==> src/rtl/bram_arbiter.sv <==
// Round-robin arbiter for two requesters in front of one single-port BRAM.
// Ports: clk/reset, req{0,1}_* handshakes, resp{0,1}_*, bram_* RAM side,
// init_busy. Optional clear sweep: BRAM_ARB_INIT_CLEAR_EN.
module bram_arbiter #(
  parameter int DEPTH      = 65536,
  parameter int WIDTH      = 32,
  parameter int WRITE_BYTE = 0,
  parameter int WE_WIDTH   = WRITE_BYTE ? WIDTH / 8 : 1,
  localparam int AW        = $clog2(DEPTH)
) (
  input  logic                clk,
  input  logic                reset,
  input  logic                req0_valid,
  output logic                req0_ready,
  input  logic [AW-1:0]       req0_addr,
  input  logic [WIDTH-1:0]    req0_wdata,
  input  logic [WE_WIDTH-1:0] req0_we,
  input  logic                req1_valid,
  output logic                req1_ready,
  input  logic [AW-1:0]       req1_addr,
  input  logic [WIDTH-1:0]    req1_wdata,
  input  logic [WE_WIDTH-1:0] req1_we,
  output logic                resp0_valid,
  output logic [WIDTH-1:0]    resp0_rdata,
  output logic                resp1_valid,
  output logic [WIDTH-1:0]    resp1_rdata,
  output logic [AW-1:0]       bram_addr,
  output logic [WIDTH-1:0]    bram_din,
  output logic [WE_WIDTH-1:0] bram_we,
  input  logic [WIDTH-1:0]    bram_dout,
  output logic                init_busy
);

  logic ptr;
  logic run;
  logic g0;
  logic g1;

`ifdef BRAM_ARB_INIT_CLEAR_EN
  typedef enum logic {INIT, RUN} state_t;
  state_t        state;
  logic [AW-1:0] cnt;

  always_ff @(posedge clk) begin
    if (reset) begin
      state <= INIT;
      cnt   <= '0;
    end else if (state == INIT) begin
      cnt <= cnt + 1'b1;
      if (cnt == AW'(DEPTH - 1))
        state <= RUN;
    end
  end

  assign run = (state == RUN);
`else
  assign run = 1'b1;
`endif

  assign init_busy = ~run;

  // ptr = 1 gives requester 1 priority under contention
  assign g0 = req0_valid & (~req1_valid | ~ptr);
  assign g1 = req1_valid & (~req0_valid | ptr);

  assign req0_ready = g0 & run;
  assign req1_ready = g1 & run;

  always_comb begin
    bram_addr = '0;
    bram_din  = '0;
    bram_we   = '0;
    unique case (1'b1)
`ifdef BRAM_ARB_INIT_CLEAR_EN
      ~run: begin
        bram_addr = cnt;
        bram_we   = '1;
      end
`endif
      req0_ready: begin
        bram_addr = req0_addr;
        bram_din  = req0_wdata;
        bram_we   = req0_we;
      end
      req1_ready: begin
        bram_addr = req1_addr;
        bram_din  = req1_wdata;
        bram_we   = req1_we;
      end
      default: ;
    endcase
  end

  // Pointer always moves to the requester that was not served.
  // Response valids track reads one cycle behind the RAM address.
  always_ff @(posedge clk) begin
    if (reset) begin
      ptr         <= 1'b0;
      resp0_valid <= 1'b0;
      resp1_valid <= 1'b0;
    end else begin
      if (req0_ready)
        ptr <= 1'b1;
      else if (req1_ready)
        ptr <= 1'b0;
      resp0_valid <= req0_ready & ~|req0_we;
      resp1_valid <= req1_ready & ~|req1_we;
    end
  end

  assign resp0_rdata = bram_dout;
  assign resp1_rdata = bram_dout;

endmodule

==> config.mk <==
export PLATFORM = sky130hd
export DESIGN_NAME = bram_arbiter
export DESIGN_NICKNAME = d
export VERILOG_FILES = /design/src/rtl/bram_arbiter.sv
export SDC_FILE = /design/constraint.sdc
export NUM_CORES = 1
export LEC_CHECK = 0
export ABC_AREA = 1
export CAP_MARGIN = 20
export CELL_PAD_IN_SITES_DETAIL_PLACEMENT = 2
export CELL_PAD_IN_SITES_GLOBAL_PLACEMENT = 2
export CORE_UTILIZATION = 10
export DETAILED_ROUTE_END_ITERATION = 6
export GPL_TIMING_DRIVEN = 1
export HOLD_SLACK_MARGIN = 0.1
export PLACE_DENSITY = 0.95
export SYNTH_ARGS = -nofsm -noshare
export SYNTH_HDL_FRONTEND = slang
export SYNTH_SLANG_ARGS = --single-unit
==> constraint.sdc <==
create_clock -name clk -period 1.4 [get_ports clk]
set_clock_uncertainty 0.2 [all_clocks]
set_input_delay 0.42 -clock clk [delete_from_list [all_inputs] [get_ports clk]]
set_output_delay 0.42 -clock clk [all_outputs]
set_load 0.05 [all_outputs]
**Word-level counts from Yosys, hierarchy flattened**

Cells that the tools add are included.

- Logic and storage cells: 20
- Register bits: 3
- Latch bits: 0
- Bits in writable memories: 0
- Memory bits (read-only): 0
- Output and inout bits: 118
- Memories kept: 0
- Input port bits: 134

- Reductions and logical operators: 3
- Multiply operators: 0
- Muxes and demuxes: 5
- Bitwise operators: 9
- Shift operators: 0
- Add/sub/neg operators: 0
- $lt $le $gt $ge: 0
- Equality and inequality tests: 0
- Div/mod/pow operators: 0

Operator list:

| operator | count |
|---|---|
| $pmux 32 s2 | 1 |
| $pmux 16 s2 | 1 |
| $and 1x1->1 | 4 |
| $not 1->1 | 3 |
| $logic_not 1->1 | 2 |
| $mux 1 | 2 |
| $or 1x1->1 | 2 |
| $pmux 1 s2 | 1 |
| $reduce_bool 2->1 | 1 |

**Longest topological paths before layout**

Gate-level depths: netlist (run 1).

- Word-level depth: 5
- Gate-level depth with buffers: 5
- Depth with buffers taken out: 4

**Least setup slack after synthesis (run 1)**

Ideal clock, no wire load.

- Path type: input port to output port
- From: input req1_valid
- To: output req0_ready
- Slack: -702 ps
- Buffers on the path: 2
- Arrival: 1482 ps
- Cell stages on the path: 3
- Required time: 780 ps
- Path through: buf_6 buf_2 a21oi_1

- Cells in the longest elaborated chain, start to end: 3

Ends and longest elaborated chain:

| item | line | text |
|---|---|---|
| start: declaration | 18 | `input logic req1_valid,` |
| $not 1->1 | 63 | `assign g0 = req0_valid & (~req1_valid \| ~ptr);` |
| $or 1x1->1 | 63 |  |
| $and 1x1->1 | 63 |  |
| end: declaration | 14 | `output logic req0_ready,` |

No other way between the ends.

**Worst setup path after layout (run 1)**

- From: register ptr
- To: output bram_din[9]

- Cells in the longest elaborated chain, start to end: 4

Ends and longest elaborated chain:

| item | line | text |
|---|---|---|
| start: declaration | 34 | `logic ptr;` |
| start signal: assignment | 98 | `ptr <= 1'b0;` |
| start signal: assignment | 103 | `ptr <= 1'b1;` |
| start signal: assignment | 105 | `ptr <= 1'b0;` |
| $not 1->1 | 63 |  |
| $or 1x1->1 | 63 |  |
| $and 1x1->1 | 63 |  |
| $pmux 32 s2 * | 73 | `unique case (1'b1)` |
| end: declaration | 28 | `output logic [WIDTH-1:0] bram_din,` |

Mark *: on every way between the ends. The rest lies on a longest branch, timed or not.

==> impl_metrics.csv, run 1 <==
group,metric,value,unit
synthesis,yosys_warnings,0,
clock_tree,htreeDepth,1,
sta,finalCritPeriodShare,1.372,
sta,fmax,520.8,MHz
clock_tree,cts_made_buffers,3,
setup_path,cp_top_family,"simple AND/OR/NAND/NOR gates",
clock_tree,cts_hold_buf,0,
detailed_routing,dr.pass1.iters,3,
placed_design,numPortBuffers,154,
synthesis,synth-seq-cells,3,
setup_path,cpPeakStageDelay,0.37,ns
floorplan,dieArea,14720,um2
synthesis,synth_edf_count,0,
synthesis,syn_area,1424,um2
floorplan,initial_core_util,0.1026,
setup_path,cp-start-kind,"flop",
final_layout,layout.nets,487,
grt,gr-usage-all-layers,0.1210,
sta,hold_slack,0.3813,ns
sta,slew_viol_final,0,
sta,layout_min_cycle_time,1.920,ns
final_layout,diodes,0,
floorplan,rows,43,
setup_path,worstSetupPathType,"reg -> out",
synthesis,yosysTopAreaCellShare,0.3638,
synthesis,synth_fp_nets,386,
worst_hold_path,hold_depth,2,
detailed_routing,drc,0,
grt,grt.overflow.total,0,
grt,grt_max_degree,33,
synthesis,yosysTopAreaCell,"buf_4",
setup_path,crit_chain,"nand2_8, buf_12, nand3_1, nand2_4, buf_8",
clock_tree,clkLatencyLatePin,0.22,ns
clock_tree,cts_root_buffer,"clkbuf_16",
setup_path,ff2ff_path_depth,5,
setup_path,reg2reg_slack,0.18,ns
synthesis,yosys-top-cells-area,"buf_4 (36%), nand3_1 (34%), nand2_1 (13%), buf_2 (5.6%), dfxtp_1 (4.2%)",
synthesis,syn_area_per_cell,5.650,um2
grt,antenna_found_initial,0,
synthesis,synth_common_cells,"nand3_1 (98), buf_4 (69), nand2_1 (51), buf_2 (16), dfxtp_1 (3)",
setup_path,timing.rr.start,"ptr",
power_and_ir_drop,leakage,1.821,nW
final_layout,syn2layout_area_growth,227.9,%
outcome,violations,"negative setup slack",
setup_path,crit_slowest_cell,"dfxtp_4",
detailed_routing,post_drt_wl_per_cell,17.84,um
final_layout,drive_gt1_frac,0.6307,
synthesis,synthArstFlopShare,0,
detailed_routing,vias_per_cell,3.936,
floorplan,fp.dieH,121.3,um
setup_path,r2r-end,"resp1_valid",
placed_design,post-dp-hpwl,6673,um
detailed_routing,num_vias,2094,
floorplan,coreArea,13880,um2
setup_path,critPathBufInv,2,
sta,setup_viol,51,
synthesis,ys_seq_area_frac,0.04218,
synthesis,synth_most_common_cell,"nand3_1",
setup_path,crit_required,0.78,ns
setup_path,crit_path_max_fanout,13,
clock_tree,cts_tree,"yes",
power_and_ir_drop,power,2.694,mW
clock_tree,cts_buffer_depth,2,
detailed_routing,drt-total-wl,9489,um
power_and_ir_drop,cellPowerDensity,577.2,nW/um2
placed_design,place.gp.congestion,0.6530,
floorplan,die_w,121.3,um
placed_design,placed_cells,517,
sta,rsz0062_at_grt,"yes",
detailed_routing,antenna_left,0,
clock_tree,cts.sinks,3,
worst_hold_path,holdPathEnd,"ptr",
final_layout,final_cells,532,
worst_hold_path,hp-class,"reg -> reg",
synthesis,synthCells,252,
synthesis,yosys.cell_types.count,14,
worst_hold_path,holdCritStartpoint,"ptr",
synthesis,ys_dominant_reg_cell,"dfxtp_1",
final_layout,final_util,0.3363,
grt,grt_pass1_vias,2495,
setup_path,setup.worst_path.end_class,"output pin",
setup_path,worstPathArrival,1.30,ns
outcome,status,"finished with violations",
sta,fin_ws,-0.5202,ns
power_and_ir_drop,vdd_drop_max,0.001129,V
clock_tree,path_clk_slew,0.03,ns
flow_run,maxCapViolCount,0,
sta,hold_violations,0,
detailed_routing,drtIter0Drc,33,
grt,grt_pass1_wl,13590,um
floorplan,io_pins,252,
cells in the final DEF, fill, tap and decap left out, drive strengths merged, types with 3 or more instances in the layout:
cell	n
nand3	98
inv	4
dfxtp	3
buf	79
clkbuf	5
dlygate4sd2	9
bufbuf	3
clkdlybuf4s50	89
nand2	54
cells by family (layout without fill, tap and decap cells):
family	after synthesis	count (layout)	share of synthesized area
other	1	1	0.002634
AOI/OAI and AO/OA	2	2	0.007030
buffers and inverters	91	190	0.4464
and+or+nand+nor	155	156	0.5018
DFF	3	3	0.04218
worst reg2reg max path, cell delays in order (launching register included):
cell and delay [ns]:
dfxtp_4 0.37, inv_8 0.09, nand2_8 0.08, buf_16 0.16
nand2_1 0.14, nor2_1 0.06
metal layers:
layer	wire (um)	global-route usage
met1	3395	0.1271
met2	5414	0.2468
met3	545	0.02209
met4	132	0.01852
met5	0	0
area by class of cell:
cell class / instances / area, um2
multi-input cells: 159 / 1967
clock buffers: 4 / 78.83
inverters: 4 / 25.02
fillers: 1467 / 9213
repair buffers: 182 / 2308
well taps: 180 / 225.2
flip-flops and latches: 3 / 63.81
timing repair:
item,4_1_cts,5_1_grt
endpoints found under the hold margin,0,0
gates cloned,8,2
pin swaps,5,11
setup endpoints to repair,51,51
buffers inserted,1,1
resized for setup,109,41
where the power goes:
part | internal [mW] | switching, mW | total [mW]
Clock | 0.376 | 0.0836 | 0.460
Sequential | 0.0906 | 0.00925 | 0.0999
Combinational | 0.996 | 1.14 | 2.13
per-stage QoR:
step	area, um2	setup WS (ns)	setup TNS, ns
after global placement	3752	-0.5370	-25.68
after floorplan	2608	-0.2498	-12.14
after detailed placement	3752	-0.5706	-26.91
final	4668	-0.5202	-24.66
after global routing	4668	-0.5780	-27.19
after CTS	4453	-0.5783	-26.63
flip-flops by register name (all words and copies together) (netlist names):
register and count:
ptr 1, resp0_valid 1, resp1_valid 1
how the worst max path moves through the flow:
| stage | startpoint | end | slack, ns | cells after the start |
|---|---|---|---|---|
| final | ptr | bram_din[9] | -0.52 | 5 |
| after global routing | ptr | bram_din[9] | -0.58 | 5 |
| after CTS | ptr | bram_din[19] | -0.58 | 7 |
| after detailed placement | req1_wdata[20] | bram_din[20] | -0.57 | 4 |
| after global placement | req1_valid | bram_din[8] | -0.54 | 6 |
| after floorplan | req0_valid | bram_din[18] | -0.25 | 5 |
Power figures use the tool's default switching activity.
==> inputs of run 2 (changes only) <==
Settings changed: SETUP_SLACK_MARGIN from default to 0.3.
==> run 2 against run 1 <==
Compared with the run above: the run still ends with negative setup slack left; sequential power is 1% lower; clock power hardly changed; via count is 1.6% higher; flip-flop and latch count stayed put; first-iteration DRC count is 64% lower; clock-buffer cell count stayed put; register-to-register slack worse by 0.13 ns; non-clock buffer count is 5 higher; final cell count is 0.75% higher; hold slack worse by 0.082 ns; die area stayed put; utilization is 0.37 points higher.
==> impl_metrics.csv, run 2 (synthesis results as in run 1) <==
group,metric,value,unit
outcome,status,"finished with violations",
outcome,violations,"negative setup slack",
power_and_ir_drop,p_int,1.497,mW
clock_tree,cts_root_buffer,"clkbuf_16",
placed_design,post-dp-hpwl,6676,um
detailed_routing,vias_per_cell,3.968,
final_layout,layout_commonest_cell,"clkdlybuf4s50_1",
detailed_routing,dr.pass1.iters,2,
final_layout,fin_area,4720,um2
floorplan,initial_core_util,0.1026,
worst_hold_path,hp-class,"in -> reg",
setup_path,crit_path_end,"bram_din[6]",
floorplan,die_w,121.3,um
clock_tree,clkLatencyLatePin,0.23,ns
placed_design,placed_cells,516,
clock_tree,cts_made_buffers,3,
setup_path,r2r-end,"resp1_valid",
floorplan,dieArea,14720,um2
clock_tree,cts_hold_buf,0,
setup_path,timing.rr.start,"ptr",
floorplan,coreArea,13880,um2
sta,finalCritPeriodShare,1.428,
grt,grt_pass1_vias,2519,
placed_design,numPortBuffers,154,
detailed_routing,num_vias,2127,
final_layout,layout.nets,491,
power_and_ir_drop,clock_power_share,0.169,
placed_design,place.gp.congestion,0.6594,
setup_path,cp-start-kind,"flop",
power_and_ir_drop,power_frac_seq,0.036,
detailed_routing,antenna_left,0,
setup_path,startpoint,"ptr",
final_layout,top_regs,"ptr (1), resp0_valid (1), resp1_valid (1)",
setup_path,crit_required,0.78,ns
setup_path,ff2ff_path_depth,6,
final_layout,seq_area,66.31,um2
sta,rsz0062_at_grt,"yes",
setup_path,setup.worst_path.end_class,"output pin",
final_layout,drive_gt1_frac,0.6180,
clock_tree,cts_buffer_depth,2,
floorplan,rows,43,
setup_path,worstPathArrival,1.38,ns
clock_tree,cts_tree,"yes",
sta,fmax,500.3,MHz
worst_hold_path,hold_depth,3,
sta,fin_ws,-0.5989,ns
setup_path,worstSetupPathType,"reg -> out",
clock_tree,cts.sinks,3,
setup_path,reg2reg_slack,0.05,ns
final_layout,fillers,1461,
clock_tree,path_clk_slew,0.03,ns
placed_design,dp_slack,-0.5836,ns
final_layout,layout.cells.most_common_list,"clkdlybuf4s50_1 (93), buf_8 (39), nand3_4 (38)",
detailed_routing,drt-total-wl,9584,um
final_layout,diodes,0,
setup_path,crit_path_max_fanout,7,
grt,grt_pass1_wl,14240,um
power_and_ir_drop,switching_power,1.234,mW
floorplan,io_pins,252,
sta,setup_tns,-27.09,ns
sta,setup_viol,51,
detailed_routing,drc,0,
sta,layout_min_cycle_time,1.999,ns
sta,slew_viol_final,0,
power_and_ir_drop,leakage,1.841,nW
clock_tree,htreeDepth,1,
power_and_ir_drop,vdd_drop_max,0.0002774,V
grt,antenna_found_initial,0,
detailed_routing,post_drt_wl_per_cell,17.88,um
placed_design,post_dp_cell_area,3750,um2
sta,hold_violations,0,
power_and_ir_drop,cellPowerDensity,578.8,nW/um2
grt,grt_max_degree,33,
grt,gr-usage-all-layers,0.1274,
grt,grt.overflow.total,0,
final_layout,final_cells,536,
detailed_routing,drtIter0Drc,12,
flow_run,maxCapViolCount,0,
final_layout,syn2layout_area_growth,231.5,%
floorplan,fp.dieH,121.3,um
power_and_ir_drop,p_sw_frac,0.4518,
power_and_ir_drop,power_frac_comb,0.795,
final_layout,multi_input_area,1898,um2
## run 2: cell count changes in the layout (fill, tap and decap cells not counted), moves of 2 or more
cell / change
nand3_1: +11
nand3_2: -11
buf_16: +4
buf_4: +4
clkdlybuf4s50_1: +4
dlygate4sd2_1: -4
buf_8: -3
buf_12: +2
buf_6: -2
dfxtp_1: -2
dfxtp_2: +2
## run 2: final cells by class
cell class	count	area share
Inverter	4	0.006893
Multi-Input combinational cell	158	0.4022
Sequential cell	3	0.01405
Tap cell	180	0.04772
Clock buffer	4	0.01670
Timing Repair Buffer	187	0.5125
## run 2: per-stage QoR
step                hold slack (ns)  utilization  total power, mW
CTS                          0.5175       0.3265            2.680
floorplan                    0.3650            -            1.963
detailed placement           0.4622       0.2701            1.852
global placement             0.4516       0.2701            1.808
finish                       0.2994       0.3400            2.732
global route                 0.3465       0.3400            2.845
## run 2: worst min-delay path by stage
stage | from | end | slack, ns
finish | req0_we | resp0_valid | 0.30
global route | req0_we | resp0_valid | 0.35
CTS | ptr | ptr | 0.52
detailed placement | ptr | ptr | 0.46
global placement | ptr | ptr | 0.45
floorplan | req0_we | resp0_valid | 0.36
## run 2: metal layers
layer / global-route usage / share of wire / vias up / wire length (um)
met5: 0 / 0 / - / 0
met4: 0.02778 / 0.012 / 0 / 111
met3: 0.02444 / 0.063 / 19 / 600
met2: 0.2546 / 0.55 / 109 / 5315
met1: 0.1344 / 0.37 / 1013 / 3556
li1: - / - / 986 / -
## run 2: what timing repair did
item | CTS | global route
cloned | 6 | 3
setup buffers | 6 | 1
gates resized for setup | 112 | 30
setup endpoints to repair | 56 | 56
pin swaps | 8 | 10
## run 2: power by group through the flow
| stage | registers (mW) | clock network (mW) | logic, mW |
|---|---|---|---|
| finish | 0.0988 | 0.461 | 2.17 |
| global route | 0.0994 | 0.477 | 2.27 |
| CTS | 0.0986 | 0.473 | 2.11 |
| detailed placement | 0.0995 | 0 | 1.75 |
| global placement | 0.0997 | 0 | 1.71 |
| floorplan | 0.107 | 0 | 1.86 |
## run 2: critical path, cell delays in order (launching register included)
cell	delay [ns]
dfxtp_4	0.39
inv_4	0.06
nand2_8	0.12
buf_12	0.13
clkbuf_16	0.14
nand3_2	0.08
nand2_4	0.09
buf_8	0.14
